### src/rtl/efpga_mae_param.sv
// Parametrised DSP-column multiply-accumulate element: P = A*B, A*B+C, or P+A*B.
// Define MAE_SATURATE_EN to clamp P on post-adder overflow instead of wrapping.
module efpga_mae_param #(
  parameter int A_WIDTH   = 18,
  parameter int B_WIDTH   = 18,
  parameter int P_WIDTH   = 40,
  parameter int REG_IN    = 1,
  parameter int REG_P     = 1,
  parameter int POST_MODE = 0,
  parameter int SIGNED    = 1
) (
  input  logic               CLK,
  input  logic               ARST_N,
  input  logic [A_WIDTH-1:0] A,
  input  logic [B_WIDTH-1:0] B,
  input  logic [P_WIDTH-1:0] C,
  input  logic               A_EN,
  input  logic               B_EN,
  input  logic               C_EN,
  input  logic               A_SRST_N,
  input  logic               B_SRST_N,
  input  logic               C_SRST_N,
  input  logic               P_EN,
  input  logic               P_SRST_N,
  input  logic               ACC_LOAD,
  input  logic               IN_VALID,
  output logic               OUT_VALID,
  output logic [P_WIDTH-1:0] P,
  output logic               OVF
);

  localparam int PRW = A_WIDTH + B_WIDTH;

  if (P_WIDTH < PRW) begin : g_bad_pw
    $error("P_WIDTH must be >= A_WIDTH + B_WIDTH");
  end
  if (POST_MODE == 2 && REG_P != 1) begin : g_bad_acc
    $error("POST_MODE=2 needs REG_P=1");
  end
  if (A_WIDTH < 2 || A_WIDTH > 27 || B_WIDTH < 2 || B_WIDTH > 27) begin : g_bad_w
    $error("A_WIDTH/B_WIDTH must be 2..27");
  end

  logic [A_WIDTH-1:0] a_q, a_s;
  logic [B_WIDTH-1:0] b_q, b_s;
  logic [P_WIDTH-1:0] c_q, c_s;
  logic               v1_q, v1_s;

  always_ff @(posedge CLK or negedge ARST_N) begin
    if (!ARST_N) begin
      a_q  <= '0;
      v1_q <= 1'b0;
    end else if (!A_SRST_N) begin
      a_q  <= '0;
      v1_q <= 1'b0;
    end else if (A_EN) begin
      a_q  <= A;
      v1_q <= IN_VALID;
    end
  end

  always_ff @(posedge CLK or negedge ARST_N) begin
    if (!ARST_N)        b_q <= '0;
    else if (!B_SRST_N) b_q <= '0;
    else if (B_EN)      b_q <= B;
  end

  always_ff @(posedge CLK or negedge ARST_N) begin
    if (!ARST_N)        c_q <= '0;
    else if (!C_SRST_N) c_q <= '0;
    else if (C_EN)      c_q <= C;
  end

  // Absent input stage collapses to wires; the unused regs are trimmed.
  assign a_s  = (REG_IN != 0) ? a_q  : A;
  assign b_s  = (REG_IN != 0) ? b_q  : B;
  assign c_s  = (REG_IN != 0) ? c_q  : C;
  assign v1_s = (REG_IN != 0) ? v1_q : IN_VALID;

  logic [PRW-1:0]     a_x, b_x, prod;
  logic [P_WIDTH-1:0] prod_x, add_x, sum, res_d;
  logic [P_WIDTH:0]   sum_w;
  logic               ovf_add, ovf_d;
  logic [P_WIDTH-1:0] p_q;
  logic               ovf_q, vo_q;

  always_comb begin
    if (SIGNED != 0) begin
      a_x = PRW'($signed(a_s));
      b_x = PRW'($signed(b_s));
    end else begin
      a_x = PRW'(a_s);
      b_x = PRW'(b_s);
    end
    prod = a_x * b_x;
    if (SIGNED != 0) prod_x = P_WIDTH'($signed(prod));
    else             prod_x = P_WIDTH'(prod);
  end

  always_comb begin
    add_x = '0;
    if (POST_MODE == 1)      add_x = c_s;
    else if (POST_MODE == 2) add_x = ACC_LOAD ? c_s : p_q;
    sum_w = {1'b0, add_x} + {1'b0, prod_x};
    sum   = sum_w[P_WIDTH-1:0];
    if (POST_MODE == 0) ovf_add = 1'b0;
    else if (SIGNED != 0)
      ovf_add = (add_x[P_WIDTH-1] == prod_x[P_WIDTH-1]) &&
                (sum[P_WIDTH-1] != add_x[P_WIDTH-1]);
    else ovf_add = sum_w[P_WIDTH];
    res_d = sum;
`ifdef MAE_SATURATE_EN
    // Signed overflow direction follows the shared operand sign.
    if (ovf_add) begin
      if (SIGNED == 0)           res_d = '1;
      else if (add_x[P_WIDTH-1]) res_d = {1'b1, {(P_WIDTH-1){1'b0}}};
      else                       res_d = {1'b0, {(P_WIDTH-1){1'b1}}};
    end
`endif
    ovf_d = ((POST_MODE == 2) && ACC_LOAD) ? ovf_add : (ovf_q | ovf_add);
  end

  always_ff @(posedge CLK or negedge ARST_N) begin
    if (!ARST_N) begin
      p_q   <= '0;
      ovf_q <= 1'b0;
      vo_q  <= 1'b0;
    end else if (!P_SRST_N) begin
      p_q   <= '0;
      ovf_q <= 1'b0;
      vo_q  <= 1'b0;
    end else if (P_EN) begin
      p_q   <= res_d;
      ovf_q <= ovf_d;
      vo_q  <= v1_s;
    end
  end

  assign P         = (REG_P != 0) ? p_q   : res_d;
  assign OVF       = (REG_P != 0) ? ovf_q : ovf_add;
  assign OUT_VALID = (REG_P != 0) ? vo_q  : v1_s;

endmodule

### config.mk
export PLATFORM = sky130hd
export DESIGN_NAME = efpga_mae_param
export DESIGN_NICKNAME = d
export VERILOG_FILES = /design/src/rtl/efpga_mae_param.sv
export SDC_FILE = /design/constraint.sdc
export NUM_CORES = 1
export LEC_CHECK = 0
export CORE_ASPECT_RATIO = 0.9
export CORE_MARGIN = 1
export CORE_UTILIZATION = 51
export DETAILED_ROUTE_END_ITERATION = 10
export GPL_TIMING_DRIVEN = 0
export PLACE_DENSITY = 0.68
export SLEW_MARGIN = 30
export SYNTH_ARGS = -nofsm -noshare
export SYNTH_HDL_FRONTEND = slang
export SYNTH_SLANG_ARGS = --single-unit
### constraint.sdc
create_clock -name CLK -period 8.34 [get_ports CLK]
set_input_delay 1.668 -clock CLK [delete_from_list [all_inputs] [get_ports CLK]]
set_output_delay 1.668 -clock CLK [all_outputs]
set_load 0.1 [all_outputs]
==> results of run 1 <==
## cell families (layout without fill, tap and decap cells)
| kind of cell | Yosys count | count (layout) | synth area share, % |
|---|---|---|---|
| simple gates | 474 | 474 | 16.19 |
| mux | 55 | 55 | 3.592 |
| buf+inv | 452 | 550 | 11.23 |
| flops | 74 | 74 | 12.08 |
| compound gates | 104 | 104 | 4.825 |
| other cells | 1 | 1 | 0.02447 |
| fa+ha+maj | 422 | 422 | 50.57 |
| xor+xnor | 26 | 26 | 1.486 |
## report_power, final
part / switching [uW] / internal, uW
clock: 181 / 206
combinational: 952 / 477
sequential: 41.2 / 402
total: 1170 / 1080
## stage by stage
| stage | hold slack [ns] | setup WS [ns] | cells |
|---|---|---|---|
| 2_1_floorplan | 0.5086 | 1.716 | 1608 |
| 5_1_grt | 0.5359 | 0.1270 | 2102 |
| 6_report | 0.5060 | 0.5713 | 2102 |
| 3_3_place_gp | 0.4767 | 0.5413 | 2086 |
| 4_1_cts | 0.5013 | 0.3955 | 2103 |
| 3_5_place_dp | 0.4812 | 0.3867 | 2087 |
## area by class of cell
cell class | instances | share of cell area [%]
Multi-Input combinational cell | 1082 | 69.38
Clock buffer | 10 | 1.352
Buffer | 84 | 2.002
Timing Repair Buffer | 83 | 4.971
Tap cell | 396 | 2.925
Inverter | 367 | 8.133
Clock inverter | 6 | 0.3029
Sequential cell | 74 | 10.93
## flip-flops by register name, indices dropped and copies added, names as in the netlist
signal and cells:
OUT_VALID 1, P 36, a_q 18, b_q 18, v1_q 1
## per-layer routing
layer	vias to the layer above	part of all wire (%)	GRT usage, %
met5	-	0.13	1.440
li1	4951	-	-
met3	73	7.6	6.713
met4	2	2.8	8.049
met1	5870	43	41.46
met2	373	47	46.68
## layout by cell type, fill, tap and decap left out, drive strengths merged, types with 29 or more instances in the layout
cell	synthesis	layout
and2	162	162
inv	367	369
dfrtp	74	74
nor2b	58	58
nor2	29	29
mux2i	55	55
clkdlybuf4s50	0	81
ha	93	93
fa	329	329
clkbuf	69	78
nand2	170	170
## worst max-delay path: stages, from the launching register on
cell and delay (ns):
dfrtp_1 0.32, clkbuf_1 0.42, clkbuf_1 0.53, nand2_1 0.25, fa_1 0.60, inv_1 0.14
fa_1 0.91, fa_1 0.54, fa_1 0.50, fa_1 0.49, inv_1 0.05, fa_1 0.47
inv_1 0.04, ha_1 0.37, a21oi_2 0.20, inv_1 0.06, o311a_1 0.34, a311oi_2 0.35
a31oi_1 0.24, a221oi_1 0.41, nor4bb_1 0.11, a221o_1 0.29
## worst min-delay path by stage
stage,startpoint,end,slack (ns)
after detailed placement,P[33],P[33],0.48
after global placement,P[24],P[24],0.48
after CTS,P[33],P[33],0.50
final,P[7],P[7],0.51
after floorplan,v1_q,v1_q,0.51
after global routing,P[7],P[7],0.54
==> impl_metrics.yaml, run 1 <==
run_status:
  status: "complete, no violations"
cts:
  cts_resized: 0
  insertion_delay_ns: 0.36
  cts.sink_count: 74
  cts_root_buffer: "clkbuf_16"
  cts-htree-levels: 3
  path_clk_slew_ns: 0.07
  cts_buffer_depth: 2
  cts_tree: "yes"
  postCtsHoldBufs: 0
  post-cts-setup-buffers: 0
  cts_made_buffers: 9
critical_path:
  critPathCapture: "P[34]"
  required_ns: 8.58
  r2r_start: "b_q[3]"
  rr_endpoint: "P[34]"
  crit_arrival_ns: 8.00
  startpoint: "b_q[3]"
  cp_max_fo: 10
  reg2reg_depth: 21
  start_kind: "flop"
  regToRegSetupSlack_ns: 0.57
  critPathKind: "reg2reg"
  end_kind: "flop"
grt:
  gr-total-overflow: 0
  track_usage_pct: 29.73
  grt_max_degree: 41
  antenna_found_initial: 1
  grt_pass1_vias: 11940
  grt_pass1_wl_mm: 67.61
sta:
  tightest_slew_ns: 1.045
  finalCritPeriodShare_pct: 93.15
  relSlewSlack_pct: 30.36
  drv_slew: 0
  hold_viol: 0
  fmax_mhz: 128.7
  finalSetupViolations: 0
  rsz0062_at_grt: "false"
  final.min_clock_period_ns: 7.769
  fin_setup_tns_ns: 0
  finalClockSkew_ns: 0.01357
synth:
  ys_seq_area_share_pct: 12.08
  syn_inst: 1608
  synth_edf_count: 0
  ys_warn_count: 0
  netlist_area_um2: 15320
  synth.largest_area_cell: "fa_1"
  yosys.area.top_type_share_pct: 42.98
  synth_ff_type: "dfrtp_1"
  synthArstFlopShare_pct: 100.0
  yosysMostFrequentCell: "inv_1"
  ys_ff_latch: 74
  syn_nets: 2118
  netlist-cell-type-count: 58
  synthTopCellsByCount: "367 x inv_1, 329 x fa_1, 170 x nand2_1"
  syn_area_per_cell_um2: 9.530
  yosys-top-cells-area: "fa_1 43%, dfrtp_1 12%, inv_1 9.0%"
detailed_routing:
  drt_first_pass_iters: 5
  drt_drc_violations_left: 0
  wl_per_cell_um: 20.19
  via_per_inst: 5.361
  routed_wirelength_mm: 42.44
  ant_nets: 0
  drt_iter0_markers: 679
  vias: 11270
final_layout:
  area_growth_pct: 10.53
  num-fill-cells: 2662
  nets: 2211
  seq_area_um2: 1852
  multi_input_area_um2: 11750
  layout-drive-gt1-share_pct: 1.993
  fin_area_um2: 16940
  antenna_cells: 0
  postLayoutCoreUtil_pct: 57.94
placement:
  gp_congestion: 0.9033
  place_area_um2: 16660
  hpwl_mm: 35.32
  buffer_ports.inserted: 82
power:
  finalPower_uw: 2259
  power.leakage_uw: 0.008623
  powerDensity_nw_per_um2: 133.4
  ir_worst_vdd_mv: 0.3065
floorplanning:
  core_area_um2: 29230
  fp-row-count: 59
  dieArea_um2: 30750
  start_util_pct: 52.42
  die_w_um: 184.7
  io-pin-count: 130
  fp.dieH_um: 166.5
job:
  drv_cap: 0
hold_path:
  min_path_cells: 1
  min_path_type: "reg2reg"
Power figures use the tool's default switching activity.
==> run 2, diff against run 1 <==
--- a/config.mk
+++ b/config.mk
@@ -8,6 +8,7 @@
 export CORE_ASPECT_RATIO = 0.9
 export CORE_MARGIN = 1
 export CORE_UTILIZATION = 51
+export CTS_CLUSTER_DIAMETER = 150
 export DETAILED_ROUTE_END_ITERATION = 10
 export GPL_TIMING_DRIVEN = 0
 export PLACE_DENSITY = 0.68
==> results of run 2 <==
Same layout as run 1: the final DEF is identical, and so are final timing and power.
==> run 3, diff against run 2 <==
--- a/config.mk
+++ b/config.mk
@@ -8,6 +8,7 @@
 export CORE_ASPECT_RATIO = 0.9
 export CORE_MARGIN = 1
 export CORE_UTILIZATION = 51
+export CTS_BUF_LIST = sky130_fd_sc_hd__clkbuf_16
 export CTS_CLUSTER_DIAMETER = 150
 export DETAILED_ROUTE_END_ITERATION = 10
 export GPL_TIMING_DRIVEN = 0
==> run 3 against run 2 <==
Compared with the run above: first-iteration DRC count unchanged; final cell count unchanged; sequential share of layout area unchanged; critical path depth unchanged; clock power about the same; setup slack worse by 0.0042 ns; routed wire length about the same; clock skew about the same; largest cell class unchanged; via count down 0.30%; global-route usage unchanged; hold slack worse by 0.0013 ns.
==> impl_metrics.yaml, run 3 (synthesis results as in run 1) <==
grt:
  grt_pass1_vias: 11940
  grt_pass1_wl_mm: 67.61
  gr-total-overflow: 0
  grt_max_degree: 41
  track_usage_pct: 29.73
  antenna_found_initial: 1
detailed_routing:
  via_per_inst: 5.345
  vias: 11240
  routed_wirelength_mm: 42.47
  drt_first_pass_iters: 5
  ant_nets: 0
  drt_drc_violations_left: 0
  wl_per_cell_um: 20.20
  drt_iter0_markers: 679
sta:
  finalCritPeriodShare_pct: 93.20
  fin_setup_tns_ns: 0
  drv_slew: 0
  tightest_slew_ns: 1.044
  final.min_clock_period_ns: 7.773
  relSlewSlack_pct: 30.38
  rsz0062_at_grt: "false"
  hold_viol: 0
  fmax_mhz: 128.7
  finalSetupViolations: 0
  fin_ws_ns: 0.5671
  finalClockSkew_ns: 0.01351
final_layout:
  layout-drive-gt1-share_pct: 1.993
  layout_common_cells: "368 x inv_1, 329 x fa_1, 170 x nand2_1"
  area_growth_pct: 10.53
  largest_reg_flops: 36
  nets: 2211
  layout_commonest_cell: "inv_1"
  antenna_cells: 0
  num-fill-cells: 2662
placement:
  buffer_ports.inserted: 82
  hpwl_mm: 35.32
  preCtsSetupSlack_ns: 0.3867
  gp_congestion: 0.9033
critical_path:
  end_kind: "flop"
  required_ns: 8.58
  critPathKind: "reg2reg"
  cp_max_fo: 10
  crit_arrival_ns: 8.01
  start_kind: "flop"
floorplanning:
  fp.dieH_um: 166.5
  core_area_um2: 29230
  dieArea_um2: 30750
  fp-row-count: 59
  start_util_pct: 52.42
  io-pin-count: 130
  die_w_um: 184.7
power:
  powerDensity_nw_per_um2: 133.3
  ir_worst_vdd_mv: 0.3065
  power.leakage_uw: 0.008628
cts:
  cts_buffer_depth: 2
  cts_root_buffer: "clkbuf_16"
  cts_resized: 0
  cts.sink_count: 74
  cts_made_buffers: 9
  cts_tree: "yes"
  cts-htree-levels: 3
  insertion_delay_ns: 0.36
  post-cts-setup-buffers: 0
  postCtsHoldBufs: 0
  path_clk_slew_ns: 0.07
job:
  drv_cap: 0
run_status:
  status: "complete, no violations"
hold_path:
  min_path_type: "reg2reg"
## run 3: changes by cell type in the layout (fill, tap and decap cells not counted), sizes merged
| cell | change |
|---|---|
| clkbuf | -1 |
| inv | +1 |
## run 3: final timing paths
path                         from    end  slack, ns  cells after the start
setup reg to reg           b_q[3]  P[34]       0.57                     21
min in group asynchronous  ARST_N  P[13]       1.21                      1
setup / recovery           b_q[3]  P[34]       0.57                     21
max in group asynchronous  ARST_N  P[23]       6.58                      2
hold / removal              P[33]  P[33]       0.50                      2
hold reg to reg             P[33]  P[33]       0.50                      2
## run 3: routing by layer
layer	routed length (um)	track usage, %	up-vias	part of all wire [%]
li1	-	-	4947	-
met1	17960	41.46	5843	42
met2	19990	46.68	373	47
met3	3320	6.713	70	7.8
met4	1134	8.049	2	2.7
met5	55	1.440	-	0.13
## run 3: metrics by stage
stage / instance area, um^2 / hold slack [ns] / power (uW) / cells / util (%)
after floorplan: 15320 / 0.5086 / 1435 / 1608 / -
after global placement: 16640 / 0.4767 / 1847 / 2086 / 56.93
after detailed placement: 16660 / 0.4812 / 1862 / 2087 / 57.00
after CTS: 16940 / 0.5013 / 2264 / 2103 / 57.96
after global routing: 16940 / 0.5359 / 2402 / 2102 / 57.94
final: 16940 / 0.5046 / 2257 / 2102 / 57.94
## run 3: area by class of cell
cell class	instances	area (um^2)	share of cell area (%)
clock inverter	7	55.05	0.3250
buffer	84	339.1	2.002
inverter	367	1378	8.133
clock buffer	9	225.2	1.330
sequential	74	1852	10.93
timing repair buffer	83	842.1	4.971
multi-input combinational	1082	11750	69.38
tap	396	495.5	2.925
## run 3: report_power, final
part | switching (uW) | internal (uW) | leakage, uW
Combinational | 952 | 477 | 0.00750
Clock | 181 | 204 | 0.000131
Sequential | 41.2 | 402 | 0.000991
## run 3: worst max-delay path, stage by stage (launching register included)
cell      delay (ns)
dfrtp_1         0.32
clkbuf_1        0.42
clkbuf_1        0.53
nand2_1         0.25
fa_1            0.60
inv_1           0.14
fa_1            0.91
fa_1            0.54
fa_1            0.50
fa_1            0.49
inv_1           0.05
fa_1            0.47
inv_1           0.04
ha_1            0.37
a21oi_2         0.20
inv_1           0.05
o311a_1         0.34
a311oi_2        0.35
a31oi_1         0.25
a221oi_1        0.41
nor4bb_1        0.11
a221o_1         0.29
